--- config.mk ---
export PLATFORM = sky130hd
export DESIGN_NAME = brick_hit_detector
export DESIGN_NICKNAME = d
export VERILOG_FILES = /design/src/rtl/brick_hit_detector.sv
export SDC_FILE = /design/constraint.sdc
export NUM_CORES = 1
export LEC_CHECK = 0
export ABC_AREA = 1
export BUFFER_PORTS_ARGS = -buffer_cell sky130_fd_sc_hd__buf_4
export CORE_ASPECT_RATIO = 0.7
export CORE_MARGIN = 2
export CORE_UTILIZATION = 40
export DETAILED_ROUTE_END_ITERATION = 6
export GPL_ROUTABILITY_DRIVEN = 0
export PLACE_DENSITY = 0.63
export SLEW_MARGIN = 0
export SYNTH_ARGS = -nofsm -noshare
export SYNTH_HDL_FRONTEND = slang
export SYNTH_SLANG_ARGS = --single-unit
--- constraint.sdc ---
create_clock -name frame_clk -period 2.5 [get_ports frame_clk]
set_input_delay 0.25 -clock frame_clk [delete_from_list [all_inputs] [get_ports frame_clk]]
set_output_delay 0.25 -clock frame_clk [all_outputs]
set_load 0.05 [all_outputs]
--- src/rtl/brick_hit_detector.sv ---
`default_nettype none
// ============================================================================
// Module   : brick_hit_detector
// Brief    : Ball/brick collision front end. Issues one break request per hit
//            and then a cooldown. It also produces bounce pulses, the score and
//            the bricks-left count. The score accumulator exists only when
//            BRICK_HIT_SCORE_EN is defined.
// Revision : 1.0 - initial release
// ============================================================================
module brick_hit_detector #(
  parameter int ROWS     = 4,
  parameter int COLS     = 8,
  parameter int GRID_X0  = 64,
  parameter int GRID_Y0  = 40,
  parameter int BRICK_W  = 64,
  parameter int BRICK_H  = 20,
  parameter int COOLDOWN = 4,
  parameter int POINTS   = 10
) (
  input  logic                   frame_clk,
  input  logic                   Reset,
  input  logic                   Restart,
  input  logic [9:0]             BallX,
  input  logic [9:0]             BallY,
  input  logic [9:0]             BallS,
  input  logic [ROWS*COLS-1:0]   BrickMap,
  output logic [7:0]             BreakRow,
  output logic [7:0]             BreakCol,
  output logic                   Brick_Broke,
  output logic                   BounceX,
  output logic                   BounceY,
  output logic [15:0]            Score,
  output logic [7:0]             BricksLeft,
  output logic                   LevelClear
);

  localparam int          c_N     = ROWS * COLS;
  localparam int          c_IW    = (c_N > 1) ? $clog2(c_N) : 1;
  localparam logic [10:0] c_X0    = 11'(GRID_X0);
  localparam logic [10:0] c_Y0    = 11'(GRID_Y0);
  localparam logic [10:0] c_BW    = 11'(BRICK_W);
  localparam logic [10:0] c_BH    = 11'(BRICK_H);
  localparam logic [7:0]  c_TOTAL = 8'(c_N);
  localparam logic [15:0] c_CNT0  = 16'(COOLDOWN - 1);
  localparam logic [16:0] c_POINTS = 17'(POINTS);

  typedef enum logic [1:0] {S_IDLE = 2'd0, S_HIT = 2'd1, S_COOL = 2'd2} state_t;

  state_t      r_state, w_next;
  logic [15:0] r_cnt;
  logic [7:0]  r_row, r_col, r_left;
  logic        r_bx, r_by, r_clear;

  logic [10:0] w_l, w_t, w_r, w_b;
  logic [10:0] w_cx [4];
  logic [10:0] w_cy [4];
  logic [10:0] w_row [4];
  logic [10:0] w_col [4];
  logic [3:0]  w_hit;
  logic        w_found, w_take, w_in_span;
  logic [10:0] w_sel_row, w_sel_col;
  logic [15:0] w_span_lo, w_span_hi;

  assign w_l = (BallX < BallS) ? 11'd0 : {1'b0, BallX - BallS};
  assign w_t = (BallY < BallS) ? 11'd0 : {1'b0, BallY - BallS};
  assign w_r = {1'b0, BallX} + {1'b0, BallS};
  assign w_b = {1'b0, BallY} + {1'b0, BallS};

  // Corner index bit 0 selects right edge, bit 1 selects bottom edge: TL, TR, BL, BR.
  for (genvar gi = 0; gi < 4; gi++) begin : g_corner
    logic [c_IW-1:0] w_idx;
    assign w_cx[gi]  = (gi % 2 == 1) ? w_r : w_l;
    assign w_cy[gi]  = (gi >= 2) ? w_b : w_t;
    assign w_col[gi] = (w_cx[gi] - c_X0) / c_BW;
    assign w_row[gi] = (w_cy[gi] - c_Y0) / c_BH;
    assign w_idx     = c_IW'(w_row[gi] * 11'(COLS) + w_col[gi]);
    assign w_hit[gi] = (w_cx[gi] >= c_X0) && (w_cy[gi] >= c_Y0) &&
                       (w_col[gi] < 11'(COLS)) && (w_row[gi] < 11'(ROWS)) &&
                       BrickMap[w_idx];
  end

  always_comb begin
    w_found   = 1'b0;
    w_sel_row = '0;
    w_sel_col = '0;
    for (int i = 3; i >= 0; i--) begin
      if (w_hit[i]) begin
        w_found   = 1'b1;
        w_sel_row = w_row[i];
        w_sel_col = w_col[i];
      end
    end
  end

  assign w_span_lo = 16'(GRID_X0) + 16'(w_sel_col) * 16'(BRICK_W);
  assign w_span_hi = w_span_lo + 16'(BRICK_W - 1);
  assign w_in_span = (16'(BallX) >= w_span_lo) && (16'(BallX) <= w_span_hi);
  assign w_take    = (r_state == S_IDLE) && w_found && !r_clear;

  always_ff @(posedge frame_clk or posedge Reset) begin
    if (Reset)        r_state <= S_IDLE;
    else if (Restart) r_state <= S_IDLE;
    else              r_state <= w_next;
  end

  // Counter runs COOLDOWN-1..1 in COOL; the IDLE sampling cycle completes the spacing.
  always_comb begin
    w_next = r_state;
    case (r_state)
      S_IDLE:  if (w_take) w_next = S_HIT;
      S_HIT:   w_next = S_COOL;
      S_COOL:  if (r_cnt <= 16'd1) w_next = S_IDLE;
      default: w_next = S_IDLE;
    endcase
  end

  always_ff @(posedge frame_clk or posedge Reset) begin
    if (Reset) begin
      r_cnt <= '0; r_row <= '0; r_col <= '0;
      r_bx  <= 1'b0; r_by <= 1'b0;
      r_left <= c_TOTAL; r_clear <= 1'b0;
    end else if (Restart) begin
      r_cnt <= '0; r_row <= '0; r_col <= '0;
      r_bx  <= 1'b0; r_by <= 1'b0;
      r_left <= c_TOTAL; r_clear <= 1'b0;
    end else begin
      case (r_state)
        S_IDLE: begin
          if (w_take) begin
            r_row   <= 8'(w_sel_row);
            r_col   <= 8'(w_sel_col);
            r_by    <= w_in_span;
            r_bx    <= !w_in_span;
            r_left  <= (r_left != 8'd0) ? r_left - 8'd1 : 8'd0;
            r_clear <= (r_left <= 8'd1);
          end
        end
        S_HIT:   r_cnt <= c_CNT0;
        S_COOL:  r_cnt <= r_cnt - 16'd1;
        default: r_cnt <= '0;
      endcase
    end
  end

`ifdef BRICK_HIT_SCORE_EN
  logic [15:0] r_score;
  logic [16:0] w_score_sum;
  assign w_score_sum = {1'b0, r_score} + c_POINTS;
  always_ff @(posedge frame_clk or posedge Reset) begin
    if (Reset)        r_score <= '0;
    else if (Restart) r_score <= '0;
    else if (w_take)  r_score <= w_score_sum[16] ? 16'hFFFF : w_score_sum[15:0];
  end
  assign Score = r_score;
`else
  logic w_unused_points;
  assign w_unused_points = ^c_POINTS;
  assign Score = '0;
`endif

  assign Brick_Broke = (r_state == S_HIT);
  assign BounceX     = Brick_Broke & r_bx;
  assign BounceY     = Brick_Broke & r_by;
  assign BreakRow    = r_row;
  assign BreakCol    = r_col;
  assign BricksLeft  = r_left;
  assign LevelClear  = r_clear;

endmodule
`default_nettype wire

; Yosys cells after proc, flatten, opt, wreduce, memory -nomap -nowiden
; Index checks and enable logic that the tools add are counted.
[op_classes]
n_eq_ne = 5
div = 2
n_bitwise = 2
n_addsub = 16
n_mux = 47
reduce_logical = 27
magnitude_cmp = 18
[ops]
columns = op, n
row1 = $mux W8, 14
row2 = $mux W10, 5
row3 = $pmux W16 S3, 1
row4 = $lt A5 B6 Y1 const B, 4
row5 = $add A10 B10 Y11, 2
row6 = $div A11 B5 Y11 const B, 2
row7 = $lt A11 B3 Y1 const B, 2
row8 = $add A5 B5 Y5, 4
row9 = $bmux W1 S5, 4
row10 = $lt A10 B10 Y1, 2
row11 = $sub A10 B10 Y10, 2
row12 = $logic_and A1 B1 Y1, 19
row13 = $mux W1, 17
row14 = $add A16 B6 Y16 const B, 1
row15 = $add A7 B16 Y16 const A, 1
row16 = $ge A10 B16 Y1, 1
row17 = $le A10 B16 Y1, 1
row18 = $le A16 B1 Y1 const B, 1
row19 = $mux W16, 1
row20 = $sub A16 B1 Y16 const B, 1
row21 = $ge A11 B6 Y1 const B, 1
row22 = $ge A11 B7 Y1 const B, 1
row23 = $sub A10 B6 Y11 const B, 1
row24 = $sub A10 B7 Y11 const B, 1
row25 = other kinds (20), 28
[totals]
input_bits = 65
elab_cells = 125
out_inout_bits = 44
ff_bits = 45

; Longest topological paths before layout
; Gate-level depths: netlist (run 1).
[logic_depth]
word_depth = 19
mapped_depth = 63
ltp_nobuf = 62

; Worst setup path after synthesis (run 1)
; Ideal clock, no wire load.
[synth_path]
path_type = input to register
start = input port BallS[5]
end = register r_bx
arrival_time_ns = 6.101
path_stages = 54
path_slack_ns = -3.717
setup_time_ns = 0.117
n_path_buf = 2
required_time_ns = 2.383
path_cell_list = inv_1 ha_1 buf_4 nand2_2 nor2_1 nand3_1 nand3_2 buf_6 nand3_1 ha_1 inv_1 nand4_4 nand2_2 nor2_1 nand2_1 nand2_1 inv_2 nand3_1 [... 18 more ...] inv_1 nand3_1 nand3_1 nand3_2 inv_1 o21ai_1 nand2_1 nand2_1 ha_1 nand3b_1 nand2_1 ha_1 a21oi_1 nand3_1 a221oi_1 nor2_1 nand2_1 nand2_1
[synth_via]
elab_chain_len = 19
word_cells_on_any_way = 71
classes_between = 14 x add/sub / 2 x div / 12 x order compare / 21 x mux / 22 x reduce/logical
[synth_lines]
columns = item, line_no
row1 = start: declaration, 25  ; input logic [9:0] BallS,
row2 = $add A10 B10 Y11, 67  ; assign w_b = {1'b0, BallY} + {1'b0, BallS};
row3 = $sub A11 B6 Y11, 75  ; assign w_row[gi] = (w_cy[gi] - c_Y0) / c_BH;
row4 = $div A11 B5 Y11, 75
row5 = $add A5 B5 Y5, 76  ; assign w_idx = c_IW'(w_row[gi] * 11'(COLS) + w_col[gi]);
row6 = $bmux W1 S5, 79  ; BrickMap[w_idx];
row7 = $mux W1 (not written as such), 79
row8 = $logic_and A1 B1 Y1, 78  ; (w_col[gi] < 11'(COLS)) && (w_row[gi] < 11'(ROWS)) &&
row9 = $mux W5, 87  ; if (w_hit[i]) begin
row10 = $mux W10 (3 in series), 87
row11 = $add A7 B16 Y16, 95  ; assign w_span_lo = 16'(GRID_X0) + 16'(w_sel_col) * 16'(BRICK_W);
row12 = $add A16 B6 Y16, 96  ; assign w_span_hi = w_span_lo + 16'(BRICK_W - 1);
row13 = $le A10 B16 Y1, 97  ; assign w_in_span = (16'(BallX) >= w_span_lo) && (16'(BallX) <= w_span_hi);
row14 = $logic_and A1 B1 Y1, 97
row15 = $logic_not A1 Y1, 133  ; r_bx <= !w_in_span;
row16 = $mux W1, 129  ; if (w_take) begin
row17 = $mux W1, 127  ; case (r_state)
row18 = $mux W1, 122  ; end else if (Restart) begin
row19 = end signal: assignment, 133
row20 = end: declaration, 52  ; logic r_bx, r_by, r_clear;
; Several ways; a longest one is shown, not always the timed one. The select of a mux whose other input is x is not followed.
; A chain may end at the register's enable or synchronous reset.

; Worst setup path after layout (run 1)
[layout_path]
start = input port BallY[0]
end = register r_bx
[layout_via]
elab_chain_len = 19
word_cells_on_any_way = 61
classes_between = 10 x add/sub / 2 x div / 7 x order compare / 20 x mux / 22 x reduce/logical
[layout_lines]
columns = item, line_no
row1 = start: declaration, 24  ; input logic [9:0] BallY,
row2 = $add A10 B10 Y11, 67
row3 = $sub A11 B6 Y11, 75
row4 = $div A11 B5 Y11, 75
row5 = $add A5 B5 Y5, 76
row6 = $bmux W1 S5, 79
row7 = $mux W1 (not written as such), 79
row8 = $logic_and A1 B1 Y1, 78
row9 = $mux W5, 87
row10 = $mux W10 (3 in series), 87
row11 = $add A7 B16 Y16, 95
row12 = $add A16 B6 Y16, 96
row13 = $le A10 B16 Y1, 97
row14 = $logic_and A1 B1 Y1, 97
row15 = $logic_not A1 Y1, 133
row16 = $mux W1, 129
row17 = $mux W1, 127
row18 = $mux W1, 122
; Several ways; a longest one is shown, not always the timed one. The select of a mux whose other input is x is not followed.

==> results of run 1 <==
-- registers in the layout, indices dropped and copies added (netlist names) --
name / cells
BreakCol: 5
BreakRow: 7
BricksLeft: 8
LevelClear: 1
r_bx: 1
r_by: 1
r_cnt: 16
r_state: 2
-- cell usage after synthesis, drive strengths merged, types with 5 or more instances --
cell	instances	area [µm²]
ha	66	825.8
o21ai	50	261.5
clkbuf	13	48.80
nor3	13	65.06
nor2	103	446.7
dfrtp	40	1001
o211ai	9	72.57
a21oi	59	344.1
buf	30	239.0
xor2	25	234.0
nand2	339	1388
or2	5	31.28
nand3	140	780.8
o21bai	8	63.81
nor4	5	31.28
inv	180	675.7
nand4	20	152.6
-- kinds of logic (layout without fill, tap and decap cells) --
family,Yosys count,after routing,share of synthesized area [%]
adders and majority gates,70,70,12.87
DFF,41,41,14.60
other,1,20,0.05328
xor gates and xnor gates,28,28,3.804
AOI/OAI and AO/OA,148,148,13.03
and+or+nand+nor,632,633,41.85
buffers and inverters,225,520,13.80
-- layer usage --
| metal | track usage, % | vias to the layer above | share of wire [%] |
|---|---|---|---|
| met5 | 0 | - | 0 |
| met4 | 1.888 | 0 | 0.61 |
| met3 | 3.030 | 14 | 5.6 |
| met2 | 38.07 | 248 | 43 |
| met1 | 34.86 | 3740 | 50 |
| li1 | - | 4279 | - |
-- path summary, 6_finish.rpt --
| kind | startpoint | endpoint | slack [ns] | cells past startpoint |
|---|---|---|---|---|
| worst min register to register | BreakCol[4] | BreakCol[4] | 0.49 | 2 |
| worst max register to register | r_cnt[0] | r_cnt[15] | 0.40 | 9 |
| worst max-delay path | BallY[0] | r_bx | -3.73 | 57 |
| min in group frame_clk | Restart | BricksLeft[5] | 0.29 | 3 |
| worst min-delay path | Reset | BricksLeft[7] | 0.11 | 3 |
| max in group asynchronous | Reset | r_cnt[8] | 2.02 | 3 |
-- repair_timing --
action / in CTS / in global routing
setup buffers: 14 / 12
gates resized for setup: 73 / 76
pin swaps: 69 / 49
hold buffers: 0 / 0
cloned: 1 / 0
setup endpoints to repair: 25 / 25
endpoints found under the hold margin: 0 / 0
-- tightest hold or removal path, stage by stage --
cell and delay [ns]:
sky130_fd_sc_hd__buf_4 0.11, sky130_fd_sc_hd__inv_1 0.05, sky130_fd_sc_hd__buf_4 0.44
-- metrics by stage --
stage | hold WS, ns | area [µm²] | TNS [ns] | setup slack (ns)
detailed placement | 0.4433 | 9749 | -82.51 | -4.121
CTS | 0.1369 | 10370 | -69.62 | -3.563
global placement | 0.4206 | 9749 | -80.00 | -3.979
finish | 0.1127 | 10740 | -73.65 | -3.729
floorplan | 0.4665 | 7485 | -62.52 | -3.414
global route | 0.1589 | 10740 | -85.68 | -4.269
-- power breakdown --
group	leakage (nW)	switching, W	internal [W]
Combinational	5.02	0.00559	0.00419
Sequential	0.559	0.000131	0.000789
Clock	0.0944	0.000275	0.000576
-- layout make-up --
class / count / area (µm²) / area share, %
inverters: 182 / 715.7 / 6.661
flip-flops and latches: 41 / 1027 / 9.561
clock buffers: 5 / 125.1 / 1.165
well taps: 231 / 289.0 / 2.690
multi-input cells: 899 / 5995 / 55.79
clock inverters: 3 / 68.82 / 0.6405
repair buffers: 330 / 2524 / 23.49
==> flow_summary.json, run 1 <==
{
  "status": "finished, violations left",
  "violated_checks": "setup timing",
  "postSynth.asyncResetShare_pct": 100.0,
  "insertedDiodeCount": 0,
  "clock_tree.buffer_depth": 2,
  "globalRouteTotalUtil_pct": 23.53,
  "synth.ff_latch_count": 41,
  "fin_cells": 1691,
  "synthCells": 1145,
  "cts_htree_levels": 2,
  "placementRows": 40,
  "synth_area_per_cell_um2": 6.147,
  "grt_pass1_vias": 7756,
  "cp_num_buf_inv": 9,
  "max_cap_viol_count": 0,
  "power_per_cell_area_nw_per_um2": 1074,
  "post_route_cells_drive_above_1_share_pct": 41.10,
  "rsz0062_at_grt": "yes",
  "synth_enable_flop_cells": 0,
  "place_hpwl_um": 17880,
  "report.final.setup_viol": 25,
  "max_slew.worst_pin.slew_ns": 0.6115,
  "syn2layout_area_growth_pct": 52.66,
  "finalClockSkew_ns": 0.003966,
  "die_area_um2": 18690,
  "layout_common_cells": "sky130_fd_sc_hd__buf_4, sky130_fd_sc_hd__nand2_1, sky130_fd_sc_hd__inv_1",
  "worst_ep_required_time_ns": 2.68,
  "postSynth.topFlopCell": "sky130_fd_sc_hd__dfrtp_1",
  "place.detailed.instances": 1656,
  "totalWireLength_um": 22580,
  "final_common_cell": "sky130_fd_sc_hd__buf_4",
  "die_w_um": 162.5,
  "final_core_util_pct": 62.41,
  "num-nets-final": 1594,
  "drt-wirelength-per-cell_um": 13.35,
  "ys_types": 55,
  "number_of_antenna_violations_at_the_first_check_in_global_routing": 0,
  "total_power_w": 0.01154,
  "ys_seq_area_share_pct": 14.60,
  "first_pass_grt_wire_length_um": 36620,
  "hold_viol": 0,
  "clock_tree.root_cell": "sky130_fd_sc_hd__clkbuf_16",
  "timing.critical_path.max_delay_family": "simple AND/OR/NAND/NOR gates",
  "ys.warnings.count": 0,
  "cp_common_cell": "sky130_fd_sc_hd__nand2_2",
  "max_clock_freq_mhz": 160.5,
  "post-route-period-util_pct": 249.1,
  "setup.worst_path.class": "in -> reg",
  "placement.io_buffers": 88,
  "worst-path-max-fanout": 5,
  "clk-insertion-delay-late_ns": 0.29,
  "boundaryPins": 109,
  "critical-path-slowest-cell": "sky130_fd_sc_hd__fa_2",
  "leakagePower_nw": 5.669,
  "floorplan.core_area_um2": 17220,
  "cts_tree": "built",
  "timing.critical_path.arrival_ns": 6.41,
  "clk_transition_reported_paths_ns": 0.06,
  "drt_drc_violations_left": 0,
  "worst_hold_path_type": "in -> async",
  "detail_route.first_pass.iterations": 6,
  "final_critical_path_setup_slack_ns": -3.729,
  "tritoncts_sink_count": 41,
  "synth_area_um2": 7038,
  "cts_buffers": 5,
  "cp-start-kind": "primary input",
  "cpPeakStageDelay_ns": 0.39,
  "die_height_um": 115.0,
  "initial_utilization_pct": 40.88,
  "slew_viols_final": 0,
  "period_needed_ns": 6.229,
  "worst_slew_margin_rel_pct": 59.19,
  "fill_cells": 1599,
  "vias_per_cell": 4.897,
  "grt_remaining_overflow": 0,
  "worst_ir_drop_vdd_mv": 0.7481,
  "1st_iter_drt_viols": 616,
  "drt.antenna.violating_nets": 0,
  "cp-end-kind": "flop",
  "via_count": 8281,
  "grt_max_degree": 42
}
(Power assumes the default switching activity.)
==> inputs of run 2 (changes only) <==
GPL_TIMING_DRIVEN = 0   (was default)
PLACE_DENSITY = 0.66   (was 0.63)
==> run 2 against run 1 <==
Net effect:
- the flow still finishes with violations (setup timing)
- combinational power increased by 16%
- largest cell class unchanged
- sequential cell count did not move
- highest routed layer unchanged
- critical endpoint unchanged
- via count fell by 0.92%
- core utilization is 1.1 points lower
==> flow_summary.json, run 2 (synthesis results as in run 1) <==
{
  "layout_common_cells": "sky130_fd_sc_hd__nand2_1, sky130_fd_sc_hd__buf_4, sky130_fd_sc_hd__inv_1",
  "grt_pass1_vias": 7238,
  "setup.worst_path.class": "in -> reg",
  "cp_common_cell": "sky130_fd_sc_hd__nand2_4",
  "cp-end-kind": "flop",
  "totalWireLength_um": 23760,
  "registers.top_by_ff_count": "r_cnt",
  "post_route_cells_drive_above_1_share_pct": 41.35,
  "worst-path-max-fanout": 6,
  "period_needed_ns": 6.545,
  "cts_htree_levels": 2,
  "cpPeakStageDelay_ns": 0.40,
  "drt_drc_violations_left": 0,
  "die_area_um2": 18690,
  "report.final.setup_viol": 25,
  "die_height_um": 115.0,
  "worst_ir_drop_vdd_mv": 0.7631,
  "status": "finished, violations left",
  "clock_tree.root_cell": "sky130_fd_sc_hd__clkbuf_16",
  "crit_path_start": "BallS[0]",
  "cp-start-kind": "primary input",
  "regToRegStartpoint": "r_cnt[0]",
  "total_power_w": 0.01290,
  "initial_utilization_pct": 40.88,
  "leakagePower_nw": 5.289,
  "clock_tree.buffer_depth": 2,
  "final_critical_path_setup_slack_ns": -4.045,
  "drt-wirelength-per-cell_um": 14.90,
  "worst_slew_margin_rel_pct": 41.02,
  "max_clock_freq_mhz": 152.8,
  "post-route-period-util_pct": 261.8,
  "final_core_util_pct": 61.34,
  "hold_viol": 0,
  "place_hpwl_um": 16390,
  "placement.io_buffers": 87,
  "via_count": 8205,
  "vias_per_cell": 5.144,
  "cts_tree": "built",
  "globalRouteTotalUtil_pct": 23.39,
  "floorplan.core_area_um2": 17220,
  "finalClockSkew_ns": 0.005527,
  "syn2layout_area_growth_pct": 50.04,
  "1st_iter_drt_viols": 653,
  "placementRows": 40,
  "detail_route.first_pass.iterations": 5,
  "drt.antenna.violating_nets": 0,
  "num-nets-final": 1498,
  "max_cap_viol_count": 0,
  "final_common_cell": "sky130_fd_sc_hd__nand2_1",
  "first_pass_grt_wire_length_um": 35850,
  "number_of_antenna_violations_at_the_first_check_in_global_routing": 0,
  "largest_register_ffs": 16,
  "slew_viols_final": 0,
  "worst_hold_path_type": "in -> async",
  "clk-insertion-delay-late_ns": 0.29,
  "critical-path-slowest-cell": "sky130_fd_sc_hd__fa_2",
  "violated_checks": "setup timing",
  "cts_buffers": 5,
  "rsz0062_at_grt": "yes",
  "worst_ep_required_time_ns": 2.68,
  "fill_cells": 1566,
  "grt_max_degree": 42,
  "power_per_cell_area_nw_per_um2": 1222,
  "grt_remaining_overflow": 0,
  "insertedDiodeCount": 0,
  "max_slew.worst_pin.slew_ns": 0.8834,
  "tritoncts_sink_count": 41,
  "die_w_um": 162.5,
  "timing.critical_path.arrival_ns": 6.72,
  "clk_transition_reported_paths_ns": 0.06,
  "boundaryPins": 109
}
[run 2: cell types whose count changed in the layout (fill, tap and decap cells not counted), sizes merged]
cell / previous run / this run
clkbuf: 5 / 19
inv: 181 / 179
clkinvlp: 0 / 2
clkinv: 2 / 4
nand2: 340 / 339
buf: 330 / 221
bufinv: 2 / 0
[run 2: final timing paths]
path	endpoint	slack, ns	cells past startpoint
worst max-delay path	r_bx	-4.04	52
worst min-delay path	BricksLeft[4]	0.16	2
worst max register to register	r_cnt[15]	0.47	9
worst min register to register	r_by	0.51	2
max in group asynchronous	r_cnt[5]	1.79	2
min in group frame_clk	r_by	0.45	5
[run 2: area by class of cell]
type	instances	area, µm²	share of cell area (%)
Clock inverter	3	17.52	0.1659
Multi-Input combinational cell	898	6481	61.37
Clock buffer	5	125.1	1.185
Tap cell	231	289.0	2.737
Inverter	182	747.0	7.073
Timing Repair Buffer	195	1565	14.82
Sequential cell	41	1027	9.728
Buffer	40	307.8	2.915
[run 2: metal layers]
metal  up-vias  global-route usage, %  part of all wire [%]
li1       4095                      -                     -
met5         -                      0                     0
met2       328                  34.41                    43
met4         0                  3.953                   1.9
met1      3736                  36.31                    48
met3        46                  3.427                   7.8
[run 2: through the flow]
step                std cells  setup slack (ns)  TNS, ns  hold WS (ns)  instance area (µm²)
floorplan                1164            -3.414   -62.52        0.4665                 7485
global placement         1482            -4.460   -85.45        0.4855                 8427
detailed placement       1482            -4.512   -86.52        0.4884                 8427
CTS                      1563            -3.789   -76.96        0.1820                 9479
global route             1595            -4.466   -89.42        0.2320                10560
finish                   1595            -4.045   -79.63        0.1568                10560
[run 2: power breakdown]
| group | internal (W) | total [W] | switching (W) | leakage (nW) |
|---|---|---|---|---|
| Clock | 0.000366 | 0.000639 | 0.000273 | 0.0696 |
| Sequential | 0.000789 | 0.000919 | 0.000130 | 0.559 |
| Combinational | 0.00472 | 0.0113 | 0.00662 | 4.66 |
| Total | 0.00588 | 0.0129 | 0.00702 | 5.29 |
[run 2: repair_timing]
item,4_1_cts,5_1_grt
hold endpoints to repair,0,0
hold buffers,0,0
buffers inserted,73,42
pin swaps,63,125
gates resized for setup,88,202
gates cloned,0,1
setup endpoints to repair,25,25
[run 2: critical path, delay by kind of cell]
| family | cells | cell delay (ns) |
|---|---|---|
| AO/OA/AOI/OAI | 8 | 1.65 |
| AND/OR/NAND/NOR | 31 | 2.82 |
| XOR/XNOR | 1 | 0.20 |
| adder cells (fa/ha/maj) | 6 | 1.21 |
| buffers and inverters | 6 | 0.54 |
